`config.mk`:
```
export PLATFORM = sky130hd
export DESIGN_NAME = mod10_carry_counter_flat
export DESIGN_NICKNAME = d
export VERILOG_FILES = /design/src/rtl/mod_counter_pkg.sv /design/src/rtl/mod10_carry_counter_if.sv /design/src/rtl/mod10_carry_counter_tick_prescaler.sv /design/src/rtl/mod10_carry_counter.sv /design/src/flat_wrapper.sv
export SDC_FILE = /design/constraint.sdc
export NUM_CORES = 1
export LEC_CHECK = 0
export BUFFER_PORTS_ARGS = -buffer_cell sky130_fd_sc_hd__buf_4
export CAP_MARGIN = 20
export CELL_PAD_IN_SITES_DETAIL_PLACEMENT = 0
export CELL_PAD_IN_SITES_GLOBAL_PLACEMENT = 1
export CORE_AREA = 2 2 39 41
export CTS_BUF_LIST = sky130_fd_sc_hd__clkbuf_4
export CTS_CLUSTER_DIAMETER = 200
export DETAILED_ROUTE_END_ITERATION = 16
export DIE_AREA = 0 0 41 43
export PLACE_DENSITY = 0.67
export SYNTH_ARGS = -nofsm -noshare
export SYNTH_HDL_FRONTEND = slang
export SYNTH_SLANG_ARGS = --single-unit
```
`constraint.sdc`:
```
create_clock -name clk -period 1.3 [get_ports clk]
set_input_delay 0.065 -clock clk [delete_from_list [all_inputs] [get_ports clk]]
set_output_delay 0.065 -clock clk [all_outputs]
set_load 0.005 [all_outputs]
```
`src/rtl/mod_counter_pkg.sv`:
```
// -----------------------------------------------------------------------------
// mod_counter_pkg
// Shared definitions for the seconds/minutes digit-counter chain. The decade
// stage (mod10_carry_counter) and the downstream mod-6 stage both use it.
//   DIGIT_W       : width of one BCD-style digit
//   digit_t       : digit type
//   DEFAULT_MOD10 : default modulus of the units stage
//   clamp_digit() : limits a loaded value to 0..modulus-1
// -----------------------------------------------------------------------------
package mod_counter_pkg;

  localparam int unsigned DIGIT_W       = 4;
  localparam int unsigned DEFAULT_MOD10 = 10;

  typedef logic [DIGIT_W-1:0] digit_t;

  // Saturate a loaded value to the largest legal digit so q can never leave
  // 0..modulus-1. The comparison is done in the 4-bit digit domain.
  function automatic digit_t clamp_digit(input digit_t val, input int unsigned modulus);
    digit_t max_digit;
    max_digit = digit_t'(modulus - 32'd1);
    if (val > max_digit) begin
      return max_digit;
    end else begin
      return val;
    end
  endfunction

endpackage : mod_counter_pkg

```
`src/rtl/mod10_carry_counter_if.sv`:
```
// -----------------------------------------------------------------------------
// mod10_carry_counter_if
// Control/status bundle of the decade counter stage.
//   en, load, load_val, up_dn : controls (driven by the master)
//   q, tc, carry              : digit status (driven by the slave, the counter)
// up_dn is only present when MOD10_CARRY_DOWN_EN is defined.
// -----------------------------------------------------------------------------
interface mod10_carry_counter_if;
  import mod_counter_pkg::*;

  logic   en;
  logic   load;
  digit_t load_val;
`ifdef MOD10_CARRY_DOWN_EN
  logic   up_dn;
`endif
  digit_t q;
  logic   tc;
  logic   carry;

  modport master (
    output en, load, load_val,
`ifdef MOD10_CARRY_DOWN_EN
    output up_dn,
`endif
    input  q, tc, carry
  );

  modport slave (
    input  en, load, load_val,
`ifdef MOD10_CARRY_DOWN_EN
    input  up_dn,
`endif
    output q, tc, carry
  );

endinterface : mod10_carry_counter_if

```
`src/rtl/mod10_carry_counter_tick_prescaler.sv`:
```
// -----------------------------------------------------------------------------
// tick_prescaler
// Divides clk into single-cycle count ticks: one tick every PRESCALE enabled
// cycles. The count freezes while en is low and resumes where it stopped.
//   clk   : rising-edge clock
//   reset : synchronous active-high reset
//   en    : advance enable
//   clr   : synchronous clear (driven by the digit load)
//   tick  : combinational, en && count at its last value
// -----------------------------------------------------------------------------
module tick_prescaler #(
  parameter int unsigned PRESCALE = 4
) (
  input  logic clk,
  input  logic reset,
  input  logic en,
  input  logic clr,
  output logic tick
);

  // PRESCALE = 1 still needs a 1-bit counter; it simply stays at zero.
  localparam int unsigned    CNT_W = (PRESCALE > 32'd1) ? $clog2(PRESCALE) : 1;
  localparam logic [CNT_W-1:0] LAST = CNT_W'(PRESCALE - 32'd1);

  logic [CNT_W-1:0] pcnt_q;
  logic [CNT_W-1:0] pcnt_d;

  // Tick decode and next prescale count; clear wins over advancing.
  always_comb begin
    tick   = en && (pcnt_q == LAST);
    pcnt_d = pcnt_q;
    if (clr) begin
      pcnt_d = {CNT_W{1'b0}};
    end else if (tick) begin
      pcnt_d = {CNT_W{1'b0}};
    end else if (en) begin
      pcnt_d = pcnt_q + CNT_W'(1);
    end else begin
      pcnt_d = pcnt_q;
    end
  end

  // Prescale count register with synchronous reset.
  always_ff @(posedge clk) begin
    if (reset) begin
      pcnt_q <= {CNT_W{1'b0}};
    end else begin
      pcnt_q <= pcnt_d;
    end
  end

endmodule : tick_prescaler

```
`src/rtl/mod10_carry_counter.sv`:
```
// -----------------------------------------------------------------------------
// mod10_carry_counter
// Prescaled mod-MODULUS digit counter (units digit of a seconds/minutes
// chain). carry is a registered one-cycle pulse on wrap and serves as the
// count enable of the next (tens) stage.
//   clk   : rising-edge clock
//   reset : synchronous active-high reset, clears digit, carry and prescaler
//   bus   : slave side of mod10_carry_counter_if
//           en/load/load_val[/up_dn] in, q/tc/carry out
// Optional feature macro: MOD10_CARRY_DOWN_EN adds up_dn and down counting
// with borrow on wrap; without it the block counts up only.
// Priority each cycle: reset > load > tick > hold.
// -----------------------------------------------------------------------------
module mod10_carry_counter
  import mod_counter_pkg::*;
#(
  parameter int unsigned PRESCALE = 4,
  parameter int unsigned MODULUS  = DEFAULT_MOD10
) (
  input  logic clk,
  input  logic reset,
  mod10_carry_counter_if.slave bus
);

  localparam digit_t MAX_DIGIT = digit_t'(MODULUS - 32'd1);

  logic   tick_s;
  digit_t q_q;
  digit_t q_d;
  logic   carry_q;
  logic   carry_d;

  // Load clears the prescaler so the loaded digit gets a full prescale period.
  tick_prescaler #(
    .PRESCALE (PRESCALE)
  ) u_prescaler (
    .clk   (clk),
    .reset (reset),
    .en    (bus.en),
    .clr   (bus.load),
    .tick  (tick_s)
  );

  // Next digit and carry; carry only pulses on a wrapping tick, never on load.
  always_comb begin
    q_d     = q_q;
    carry_d = 1'b0;
    if (bus.load) begin
      q_d = clamp_digit(bus.load_val, MODULUS);
    end else if (tick_s) begin
`ifdef MOD10_CARRY_DOWN_EN
      if (bus.up_dn) begin
        if (q_q == MAX_DIGIT) begin
          q_d     = 4'd0;
          carry_d = 1'b1;
        end else begin
          q_d     = q_q + 4'd1;
        end
      end else begin
        if (q_q == 4'd0) begin
          q_d     = MAX_DIGIT;
          carry_d = 1'b1;
        end else begin
          q_d     = q_q - 4'd1;
        end
      end
`else
      if (q_q == MAX_DIGIT) begin
        q_d     = 4'd0;
        carry_d = 1'b1;
      end else begin
        q_d     = q_q + 4'd1;
      end
`endif
    end else begin
      q_d = q_q;
    end
  end

  // Digit and carry registers with synchronous reset.
  always_ff @(posedge clk) begin
    if (reset) begin
      q_q     <= 4'd0;
      carry_q <= 1'b0;
    end else begin
      q_q     <= q_d;
      carry_q <= carry_d;
    end
  end

  // Terminal count follows the registered digit with no extra latency.
  always_comb begin
`ifdef MOD10_CARRY_DOWN_EN
    if (bus.up_dn) begin
      bus.tc = (q_q == MAX_DIGIT);
    end else begin
      bus.tc = (q_q == 4'd0);
    end
`else
    bus.tc = (q_q == MAX_DIGIT);
`endif
  end

  assign bus.q     = q_q;
  assign bus.carry = carry_q;

endmodule : mod10_carry_counter

```
`src/flat_wrapper.sv`:
```
// flat-port wrapper written by rule: the top's interface ports become plain ports
module mod10_carry_counter_flat import mod_counter_pkg::*;
#(
  parameter int unsigned PRESCALE = 4,
  parameter int unsigned MODULUS  = DEFAULT_MOD10
)
  (clk, reset, bus_en, bus_load, bus_load_val, bus_q, bus_tc, bus_carry);
  mod10_carry_counter_if bus_i ();
  input  logic clk;
  input  logic reset;
  input wire logic [$bits(bus_i.en)-1:0] bus_en;
  input wire logic [$bits(bus_i.load)-1:0] bus_load;
  input wire logic [$bits(bus_i.load_val)-1:0] bus_load_val;
  output wire logic [$bits(bus_i.q)-1:0] bus_q;
  output wire logic [$bits(bus_i.tc)-1:0] bus_tc;
  output wire logic [$bits(bus_i.carry)-1:0] bus_carry;
  assign bus_i.en = bus_en;
  assign bus_i.load = bus_load;
  assign bus_i.load_val = bus_load_val;
  assign bus_q = bus_i.q;
  assign bus_tc = bus_i.tc;
  assign bus_carry = bus_i.carry;
  mod10_carry_counter #(.PRESCALE(PRESCALE), .MODULUS(MODULUS)) u_core (.clk(clk), .reset(reset), .bus(bus_i));
endmodule
```
* Yosys cells after proc, flatten, opt, wreduce, memory -nomap -nowiden
Cells that the tools add are included.
** Storage, ports and cells
- Bits in registers :: 7
- Input bits :: 8
- Output and inout port bits :: 6
** Operators by class
- Add/subtract/negate cells :: 2
- Magnitude comparators :: 1
- Equal/unequal tests :: 2
- Mux-type cells :: 5
- Bitwise operators :: 1
- Reductions and logical operators :: 4
** Operator list (count)
- 2-to-1 mux 4 bit :: 4
- OR reduction 3 bit :: 2
- adder 4 x 1 -> 4 bit (second input constant) :: 1
- equality test 4 bit (second input constant) :: 1
- > comparator 4 bit (second input constant) :: 1
- adder 2 x 1 -> 2 bit (second input constant) :: 1
- equality test 2 bit (second input constant) :: 1
- nonzero test 2 bit :: 1
- logical AND 1 bit :: 1
- 2-to-1 mux 1 bit :: 1
- NOT 1 bit :: 1

* Logic depth before layout (Yosys ltp)
Gate-level depths: netlist (run 1).
- Depth in word-level cells :: 4
- Mapped depth :: 4
- Mapped depth without buffers :: 4

* Hierarchy
Synthesis (run 1) repeated with hierarchy kept, for this count alone.
** Unflattened totals
- Cells, all modules :: 44
- Area, all modules :: 399.1 sq um
** By module, submodules not included
- mod10_carry_counter :: instances 1, cells each 34, area each 291.5 sq um
- tick_prescaler :: instances 1, cells each 10, area each 107.6 sq um

* Worst setup path after synthesis (run 1)
Ideal clock, no wire load.
- Path type :: register -> register
- Start :: reg u_core.u_prescaler.pcnt_q[0]
- End :: reg u_core.q_q[1] (netlist: u_core.bus.q[1])
- Library setup time :: 0.122 ns
- Arrival time :: 1.100 ns
- Path slack :: 0.078 ns
- Cell stages (with the launch flop) :: 5
- Buffers on the path :: 0
- Path through :: dfxtp_1 > ha_1 > nand3_2 > and2_0 > o311a_1
** On the way
- Cells in the longest elaborated chain, start to end :: 3
** Ends and longest elaborated chain
- start: declaration :: RTL line mod10_carry_counter_tick_prescaler.sv:25 : logic [CNT_W-1:0] pcnt_q;
- start signal: assignment :: RTL line mod10_carry_counter_tick_prescaler.sv:46 : pcnt_q <= {CNT_W{1'b0}};
- start signal: assignment :: RTL line mod10_carry_counter_tick_prescaler.sv:48 : pcnt_q <= pcnt_d;
- equality test 2 bit :: RTL line mod10_carry_counter_tick_prescaler.sv:30 : tick = en && (pcnt_q == LAST);
- logical AND 1 bit :: RTL line mod10_carry_counter_tick_prescaler.sv:30
- nonzero test 2 bit (no line)
- end signal: assignment :: RTL line mod10_carry_counter.sv:86 : q_q <= q_d;
- end: declaration :: RTL line mod10_carry_counter.sv:28 : digit_t q_q;
Every way passes these cells.
A chain may end at the register's enable or synchronous reset.

* Worst setup path in the final report (run 1)
Ends and elaborated chain as after synthesis.

==> results of run 1 <==
[final timing paths]
check	startpoint	endpoint	slack, ps	cells after the start
hold reg to reg	u_core.u_prescaler.pcnt_q[0]	u_core.u_prescaler.pcnt_q[0]	600	2
hold / removal	reset	u_core.bus.q[0]	20	2
setup reg to reg	u_core.u_prescaler.pcnt_q[0]	u_core.bus.q[1]	60	4
setup / recovery	u_core.u_prescaler.pcnt_q[0]	u_core.bus.q[1]	60	4
[repair_timing]
action                                  in CTS  in global routing
resized for setup                            0                  3
hold buffers                                 0                  0
endpoints found under the setup margin       0                  4
[Yosys cell counts (2+ instances only)]
library cell  n
a21oi_1       2
dfxtp_1       7
inv_1         6
nand2_1       2
nor2b_1       3
nor3_1        3
o21ai_0       5
[worst register-to-register path: cells and delay by family, from the launching register on]
kind	cells	cell delay, ps
AO/OA/AOI/OAI	1	290
flip-flops	1	400
adder cells (fa/ha/maj)	1	180
AND/OR/NAND/NOR	2	260
[layout by cell type, fill, tap and decap left out, types with 2 or more instances in the layout]
cell      count
a21oi_1       2
buf_4        14
clkbuf_4      4
dfxtp_1       7
inv_1         6
nand2_1       2
nor2b_1       2
nor3_1        3
o21ai_0       5
[logic make-up (layout without fill, tap and decap cells)]
group | after synthesis | after routing | synth area share
buffers and inverters | 7 | 24 | 0.0685
adders and majority gates | 1 | 1 | 0.0311
and+or+nand+nor | 16 | 16 | 0.293
DFF | 7 | 7 | 0.349
AOI/OAI and AO/OA | 14 | 14 | 0.237
xor gates and xnor gates | 1 | 1 | 0.0218
[report_power, final]
| part | total [mW] | switching, mW | internal, mW |
|---|---|---|---|
| sequential | 0.240 | 0.0149 | 0.225 |
| clock | 0.234 | 0.0950 | 0.139 |
| combinational | 0.0827 | 0.0352 | 0.0475 |
| total | 0.557 | 0.145 | 0.412 |
[metal layers]
layer	part of all wire	vias to the layer above
met1	0.50	176
met3	0.043	4
met4	0.030	0
met5	0	-
li1	-	202
met2	0.42	12
[flip-flops by register name, indices dropped and copies added, names as in the netlist]
name / cells
u_core.bus.carry: 1
u_core.bus.q: 4
u_core.u_prescaler.pcnt_q: 2
[metrics by stage]
stage / worst slack [ps] / hold WS, ps / util / instances / power (mW)
floorplan: 78.4 / 134 / - / 46 / 0.280
global placement: 73.6 / 296 / 0.377 / 75 / 0.326
detailed placement: 23.9 / 296 / 0.377 / 75 / 0.325
CTS: 9.89 / 14.6 / 0.399 / 79 / 0.567
global route: 3.78 / 24.3 / 0.410 / 79 / 0.590
finish: 55.7 / 21.4 / 0.410 / 79 / 0.557
[cell type report]
class	count	area (um^2)
Clock buffer	4	30.0
Fill cell	148	817
Inverter	6	22.5
Multi-Input combinational cell	32	249
Sequential cell	7	140
Tap cell	16	20.0
Timing Repair Buffer	14	105
==> key figures, run 1 <==
Pwr
  – Leak: 0.261 nW
  – PwrDens: 982 nW/um^2
  – Worst-case vdd ir drop: 0.000382 V

Logic synthesis
  – Most used DFF post-synth: dfxtp_1
  – Number of synthesized flops with an enable pin: 0
  – Yosys warning count: 0
  – Synthesized area per cell: 8.73 um^2
  – Most area-consuming cells after synthesis: dfxtp_1 (35%), o21ai_0 (6.2%), inv_1 (5.6%), nor2b_1 (4.7%), nor3_1 (3.7%)
  – Syn nets: 55
  – Netlist Area Pre-Place: 402 um^2
  – Post-synthesis cell count: 46
  – Register area share after synthesis: 0.349
  – #FFs+latches synth: 7
  – Largest area contributor in the netlist: dfxtp_1
  – Share of flip-flops with an asynchronous set or reset: 0
  – Library cells used by synthesis: 25
  – Yosys top cell area share: 0.349

GRT
  – GR peak layer: met1
  – Largest net degree at the start of global routing: 13
  – Met3 Resource Use GR: 0.0471
  – GRT Util Overall: 0.135
  – Grt met1 use: 0.187
  – Met2 Use GR: 0.163
  – Vias in the first global route: 351
  – First-pass GRT wire length: 1.55 mm
  – Global route overflow: 0
  – Initial antenna violation count: 0

Setup path
  – Max Fanout on Critical Path: 5
  – Setup CP Type: reg -> reg
  – Worst path top cell family by delay: flip-flops
  – CP endpoint kind: register
  – Buf/Inv on CP: 0
  – Max stage delay on crit path: 400 ps
  – CP Cell Sequence: ha_4, nand3_2, and2_0, o311a_1
  – Worst EP arrival: 1390 ps
  – Worst path required time: 1440 ps
  – Startpoint types: register
  – Highest-delay cell along the critical path: dfxtp_1

Clocking
  – Latest clock arrival within the worst-skew pair: 260 ps
  – Deepest clock path buffer count: 2
  – Total setup buffers inserted after CTS: 0
  – CTS H-tree depth: 1
  – CTS tree: built
  – Clock sink count: 7
  – Clk slew on worst S/H paths: 60 ps
  – CTS root buf: clkbuf_4
  – CTS Buf Count: 3

Route
  – Initial DRC Count: 8
  – Post-route antenna net violation count: 0
  – First-pass detailed-route iteration total: 4
  – Routed vias: 394
  – Vias/cell: 4.99
  – Drt total wl: 905 um
  – # DRC: 0
  – Drt wl/cell: 11.5 um

STA
  – Min Tclk post-route: 1240 ps
  – Fmax: 804 MHz
  – Final Skew: 2.02 ps
  – Slew Limit Headroom: 0.828
  – Final hold violations: 0
  – Setup Viol. Count Final: 0
  – RSZ-0062 raised after global routing: no
  – Least-Margin Pin Slew: 258 ps
  – Sum Neg Setup Slack: 0 ps
  – Crit share post-route: 0.957
  – Max-slew violation count: 0

Place
  – PortBufs: 13
  – Post-DP HPWL: 668 um
  – Placed Area: 522 um^2
  – Final Wtd Congestion: 0.650

Cells and area
  – Nets: 73
  – ANT cells: 0
  – Layout cells sized above 1: 0.381
  – Final Cell Area: 567 um^2
  – Area Growth Syn to Fin: 41.1%

Die
  – Core area: 1380 um^2
  – Die H: 43 um
  – Initial Util: 0.290
  – Die area: 1760 um^2
  – Die width: 41 um
  – Number of I/O pins: 14
  – Site Rows: 14

Run status
  – Status: finished clean

Run
  – Maximum Capacitance Violations: 0

Hold path
  – Hold Path Class: in -> reg
No activity file was read; power rests on OpenSTA's default activity.
==> inputs of run 2 (changes only) <==
Settings changed: ABC_AREA set to 1, CORE_AREA 2 2 39 41 to not set, CORE_UTILIZATION set to 30, DIE_AREA 0 0 41 43 to not set, PLACE_DENSITY 0.67 to 0.7.
==> key figures, run 2 <==
Place
  – PortBufs: 13 (unchanged)
  – Post-DP HPWL: 715 um (+7.1%)
  – Final Wtd Congestion: 0.788 (+21%)
  – Pre-CTS setup slack: 206 ps (+182 ps)

Setup path
  – CP endpoint kind: output pin
  – Worst Reg-to-Reg Cells: 7 (+3)
  – Worst path required time: 1240 ps (-200 ps)
  – Reg2Reg Setup Slack: 200 ps (+140 ps)
  – Worst R2R Start: u_core.u_prescaler.pcnt_q[0]
  – Max Fanout on Critical Path: 7 (+2)
  – Reg2reg end: u_core.bus.q[0]
  – Startpoint types: register
  – Setup CP Type: reg -> out
  – Worst EP arrival: 1070 ps (-320 ps)

STA
  – Fmax: 882 MHz (+9.8%)
  – Max-slew violation count: 0 (unchanged)
  – Slew Limit Headroom: 0.842 (+0.0139)
  – Setup Viol. Count Final: 0 (unchanged)
  – Crit share post-route: 0.872 (-0.0854)
  – Final Skew: 5.60 ps (+3.57 ps)
  – Least-Margin Pin Slew: 237 ps (-20.9 ps)
  – RSZ-0062 raised after global routing: no
  – Min Tclk post-route: 1130 ps (-111 ps)
  – Sum Neg Setup Slack: 0 ps (unchanged)
  – Final hold violations: 0 (unchanged)
  – Final WS setup: 167 ps (+111 ps)

GRT
  – Initial antenna violation count: 0 (unchanged)
  – GRT Util Overall: 0.145 (+0.0106)
  – First-pass GRT wire length: 1.45 mm (-6.2%)
  – Global route overflow: 0 (unchanged)
  – Vias in the first global route: 367 (+4.6%)
  – Largest net degree at the start of global routing: 8 (-5)

Die
  – Die H: 39.2 um (-8.8%)
  – Initial Util: 0.319 (+0.0290)
  – Die width: 39.2 um (-4.4%)
  – Site Rows: 13 (-1)
  – Core area: 1300 um^2 (-6.0%)
  – Die area: 1540 um^2 (-13%)
  – Number of I/O pins: 14 (unchanged)

Clocking
  – # hold bufs at CTS: 1 (+1)
  – Post-CTS sizing: 0 (unchanged)
  – Latest clock arrival within the worst-skew pair: 260 ps (about the same)
  – CTS H-tree depth: 1 (unchanged)
  – CTS root buf: clkbuf_4
  – Clock sink count: 7 (unchanged)
  – Clk slew on worst S/H paths: 60 ps (about the same)
  – Total setup buffers inserted after CTS: 0 (unchanged)
  – CTS tree: built
  – Deepest clock path buffer count: 2 (unchanged)
  – CTS Buf Count: 3 (unchanged)

Cells and area
  – Largest register FFs: 4 (unchanged)
  – Layout cells sized above 1: 0.280 (-0.100)
  – Most common cell after layout, fill and taps aside: nand2_1
  – ANT cells: 0 (unchanged)
  – Fill cells: 137 (-7.4%)
  – Area Growth Syn to Fin: 37.7%
  – Nets: 92 (+26%)
  – Most frequent cells in the layout: nand2_1 (15), buf_4 (13), inv_1 (11)

Run
  – Maximum Capacitance Violations: 0 (unchanged)

Pwr
  – Leak: 0.309 nW (+18%)
  – Int Pwr: 0.410 mW (-0.32%)
  – PwrDens: 974 nW/um^2 (-0.79%)
  – Proportion of power drawn by combinational gates: 0.165 (+0.016)
  – Clock power share: 0.411 (-0.009)
  – P_sw: 0.147 mW (+1.2%)
  – Part of the power in registers: 0.425 (-0.006)
  – Switching part of the total power: 0.264 (+0.00297)
  – Worst-case vdd ir drop: 0.000318 V (-17%)

Route
  – First-pass detailed-route iteration total: 4 (unchanged)
  – Post-route antenna net violation count: 0 (unchanged)
  – Met3 wire len: 48 um (+23%)
  – Met1 WL: 488 um (+6.8%)
  – # DRC: 0 (unchanged)
  – Drt total wl: 907 um (+0.22%)
  – DR WL met2: 341 um (-11%)
  – Vias/cell: 4.41 (-12%)
  – Initial DRC Count: 6 (-2)
  – Routed vias: 428 (+8.6%)
  – Top Metal Used: met4
  – Drt wl/cell: 9.35 um (-18%)

Logic synthesis
  – #FFs+latches synth: 7 (unchanged)
  – Synthesized area per cell: 6.49 um^2 (-26%)
  – Number of synthesized flops with an enable pin: 0 (unchanged)
  – Yosys warning count: 0 (unchanged)
  – Top post-synthesis cells by count: nand2_1 (15), inv_1 (11), dfxtp_1 (7), nor2_1 (7), nand3_1 (5)
  – Largest area contributor in the netlist: dfxtp_1
  – Register area share after synthesis: 0.337 (-0.0116)
  – Most used DFF post-synth: dfxtp_1
  – Syn nets: 73 (+33%)
  – Most area-consuming cells after synthesis: dfxtp_1 (34%), nand2_1 (14%), inv_1 (9.9%), nor2_1 (6.3%), nand2_2 (6.0%)
  – Netlist Area Pre-Place: 415 um^2 (+3.4%)
  – Yosys top cell area share: 0.337 (-0.0116)
  – Post-synthesis cell count: 64 (+39%)
  – Library cells used by synthesis: 20 (-20%)
  – Share of flip-flops with an asynchronous set or reset: 0 (unchanged)
  – Top-count cell post-synth: nand2_1

Hold path
  – Hold EP: u_core.u_prescaler.pcnt_q[1]
  – Worst hold path startpoint: bus_en
  – Hold Path Class: in -> reg
  – Worst hold stages: 3 (+1)

Run status
  – Status: finished clean
run 2: cell count changes after synthesis, moves of 2 or more:
cell     delta
nand2_1    +13
nor2_1      +7
inv_1       +5
nand3_1     +5
nand2_2     +4
nor2b_1     -3
o21ai_0     -3
a21oi_1     -2
nor3_1      -2
run 2: cell type report:
cell class                 instances  area, um^2  area share
clock buffer                       4        30.0      0.0525
multi-input combinational         44         226       0.396
inverter                          13        48.8      0.0853
tap                               15        18.8      0.0328
timing repair buffer              14         108       0.188
sequential                         7         140       0.245
run 2: cell families after synthesis:
group	after synthesis	share of synthesized area
AOI/OAI and AO/OA	5	0.0753
xor gates and xnor gates	1	0.0211
adders and majority gates	1	0.0301
buffers and inverters	13	0.117
DFF	7	0.337
muxes	1	0.0241
and+or+nand+nor	36	0.395
run 2: power by group through the flow:
stage | Combinational (mW) | Sequential, mW | Clock (mW)
floorplan | 0.0470 | 0.239 | 0
CTS | 0.0927 | 0.237 | 0.231
finish | 0.0917 | 0.237 | 0.229
global route | 0.105 | 0.238 | 0.249
global placement | 0.0906 | 0.241 | 0
detailed placement | 0.0898 | 0.241 | 0
run 2: critical path, cell delays in order, from the launching register on:
cell     delay, ps
dfxtp_1        450
nand2_2        100
nor2_1         140
buf_4          130
run 2: stage by stage:
step | hold WS [ps] | total power [mW] | std cells | utilization | instance area (um^2)
global placement | 259 | 0.332 | 92 | 0.409 | 532
CTS | 102 | 0.561 | 97 | 0.439 | 572
detailed placement | 258 | 0.331 | 92 | 0.409 | 532
floorplan | 127 | 0.286 | 64 | - | 415
finish | 89.8 | 0.557 | 97 | 0.439 | 572
global route | 108 | 0.591 | 97 | 0.439 | 572
run 2: metal layers:
metal  GRT usage  up-vias
li1            -      236
met1       0.182      174
met2       0.213       13
met3      0.0520        5
met4      0.0776        0
met5           0        -
run 2: how the worst max path moves through the flow:
stage | startpoint | endpoint | slack [ps]
floorplan | u_core.u_prescaler.pcnt_q[0] | u_core.bus.q[0] | 250
global placement | u_core.u_prescaler.pcnt_q[0] | u_core.bus.q[0] | 220
detailed placement | u_core.u_prescaler.pcnt_q[0] | u_core.bus.q[0] | 210
CTS | u_core.bus.q[0] | bus_tc | 160
global route | u_core.bus.q[0] | bus_tc | 70
finish | u_core.bus.q[0] | bus_tc | 170
==> inputs of run 3 (changes only) <==
==> constraint.sdc (replaced) <==
create_clock -name clk -period 1.3 [get_ports clk]
set_input_delay 0.13 -clock clk [delete_from_list [all_inputs] [get_ports clk]]
set_output_delay 0.13 -clock clk [all_outputs]
set_load 0.005 [all_outputs]
==> key figures, run 3 (synthesis gave the netlist of run 2 again) <==
Run status
  – Status: finished clean

GRT
  – Global route overflow: 0 (unchanged)
  – Vias in the first global route: 364 (-0.82%)
  – Initial antenna violation count: 0 (unchanged)
  – GRT Util Overall: 0.144 (-0.00119)
  – First-pass GRT wire length: 1.44 mm (-0.97%)
  – Largest net degree at the start of global routing: 8 (unchanged)

STA
  – Slew Limit Headroom: 0.842 (about the same)
  – Final hold violations: 0 (unchanged)
  – Fmax: 833 MHz (-5.6%)
  – RSZ-0062 raised after global routing: no
  – Min Tclk post-route: 1200 ps (+66.7 ps)
  – Setup Viol. Count Final: 0 (unchanged)
  – Sum Neg Setup Slack: 0 ps (unchanged)
  – Final Skew: 4.43 ps (-1.17 ps)
  – Least-Margin Pin Slew: 237 ps (+0.404 ps)
  – Max-slew violation count: 0 (unchanged)
  – Crit share post-route: 0.923 (+0.0513)

Pwr
  – Int Pwr: 0.408 mW (-0.45%)
  – PwrDens: 990 nW/um^2 (+1.6%)
  – Worst-case vdd ir drop: 0.000319 V (+0.35%)
  – Leak: 0.305 nW (-1.4%)
  – PnR Total Power: 0.556 mW (-0.16%)
  – Proportion of power drawn by combinational gates: 0.160 (-0.005)
  – Switching part of the total power: 0.266 (+0.00219)
  – Clock power share: 0.414 (+0.003)
  – Part of the power in registers: 0.425 (about the same)
  – P_sw: 0.148 mW (+0.67%)

Route
  – First-pass detailed-route iteration total: 2 (-2)
  – Initial DRC Count: 5 (-1)
  – # DRC: 0 (unchanged)
  – Post-route antenna net violation count: 0 (unchanged)
  – Drt wl/cell: 9.43 um (+0.82%)
  – Routed vias: 425 (-0.70%)
  – Vias/cell: 4.43 (+0.33%)
  – Drt total wl: 905 um (-0.22%)

Clocking
  – Deepest clock path buffer count: 2 (unchanged)
  – Clock sink count: 7 (unchanged)
  – CTS tree: built
  – Total setup buffers inserted after CTS: 0 (unchanged)
  – CTS Buf Count: 3 (unchanged)
  – # hold bufs at CTS: 0 (-1)
  – CTS root buf: clkbuf_4
  – Post-CTS sizing: 0 (unchanged)
  – Latest clock arrival within the worst-skew pair: 260 ps (about the same)
  – CTS H-tree depth: 1 (unchanged)
  – Clk slew on worst S/H paths: 50 ps (about the same)

Setup path
  – Max Fanout on Critical Path: 7 (unchanged)
  – Setup CP Type: reg -> out
  – CP Cell Sequence: nand2_2, nor2_1, buf_4
  – Max stage delay on crit path: 450 ps (about the same)
  – Worst path required time: 1170 ps (-70 ps)
  – CP endpoint kind: output pin
  – Startpoint types: register
  – Worst EP arrival: 1070 ps (about the same)
  – Highest-delay cell along the critical path: dfxtp_1

Hold path
  – Hold Path Class: in -> reg

Cells and area
  – Most frequent cells in the layout: nand2_1 (15), buf_4 (13), inv_1 (11)
  – Most common cell after layout, fill and taps aside: nand2_1
  – Nets: 91 (-1.1%)
  – ANT cells: 0 (unchanged)
  – Finished Core Util: 0.432 (-0.00769)
  – Area Growth Syn to Fin: 35.2%
  – Largest register FFs: 4 (unchanged)
  – Fill cells: 139 (+1.5%)
  – Layout cells sized above 1: 0.284 (+0.00346)

Place
  – Final Wtd Congestion: 0.788 (unchanged)
  – PortBufs: 13 (unchanged)
  – Post-DP HPWL: 715 um (unchanged)

Die
  – Die H: 39.2 um (unchanged)
  – Die width: 39.2 um (unchanged)
  – Die area: 1540 um^2 (unchanged)
  – Initial Util: 0.319 (unchanged)
  – Site Rows: 13 (unchanged)
  – Core area: 1300 um^2 (unchanged)
  – Number of I/O pins: 14 (unchanged)

Run
  – Maximum Capacitance Violations: 0 (unchanged)
run 3: cell count changes in the layout (fill, tap and decap cells not counted):
cell           previous run  this run
dlygate4sd3_1             1         0
run 3: stage by stage:
| stage | hold slack, ps | instances | worst slack, ps | instance area (um^2) |
|---|---|---|---|---|
| after floorplan | 192 | 64 | 253 | 415 |
| after global placement | 324 | 92 | 217 | 532 |
| after detailed placement | 323 | 92 | 206 | 532 |
| after CTS | 54.5 | 96 | 92.3 | 562 |
| after global routing | 52.6 | 96 | 3.28 | 562 |
| final | 56.3 | 96 | 99.9 | 562 |
run 3: final timing paths:
path / startpoint / end / slack [ps] / cells after the start
hold reg to reg: u_core.u_prescaler.pcnt_q[1] / u_core.u_prescaler.pcnt_q[1] / 500 / 2
setup / recovery: u_core.bus.q[0] / bus_tc / 100 / 3
hold / removal: reset / u_core.bus.q[3] / 60 / 2
setup reg to reg: u_core.u_prescaler.pcnt_q[0] / u_core.bus.q[0] / 190 / 7
run 3: area by class of cell:
type | instances | area (um^2) | share of cell area
flip-flops and latches | 7 | 140 | 0.249
repair buffers | 13 | 97.6 | 0.174
well taps | 15 | 18.8 | 0.0334
multi-input cells | 44 | 226 | 0.403
inverters | 13 | 48.8 | 0.0869
clock buffers | 4 | 30.0 | 0.0535
run 3: layer usage:
metal / wire length (um) / track usage
met5: 0 / 0
met4: 23 / 0.0776
met3: 44 / 0.0520
met2: 353 / 0.213
met1: 483 / 0.179
run 3: power by group through the flow:
| stage | sequential, mW | clock, mW | combinational (mW) |
|---|---|---|---|
| floorplan | 0.239 | 0 | 0.0470 |
| detailed placement | 0.241 | 0 | 0.0898 |
| finish | 0.236 | 0.231 | 0.0893 |
| global route | 0.238 | 0.249 | 0.102 |
| CTS | 0.237 | 0.231 | 0.0904 |
| global placement | 0.241 | 0 | 0.0906 |
run 3: worst max-delay path: cells and delay by family (launching register included):
family,cells,cell delay [ps]
DFF,1,450
and+or+nand+nor,2,240
buffers and inverters,1,130
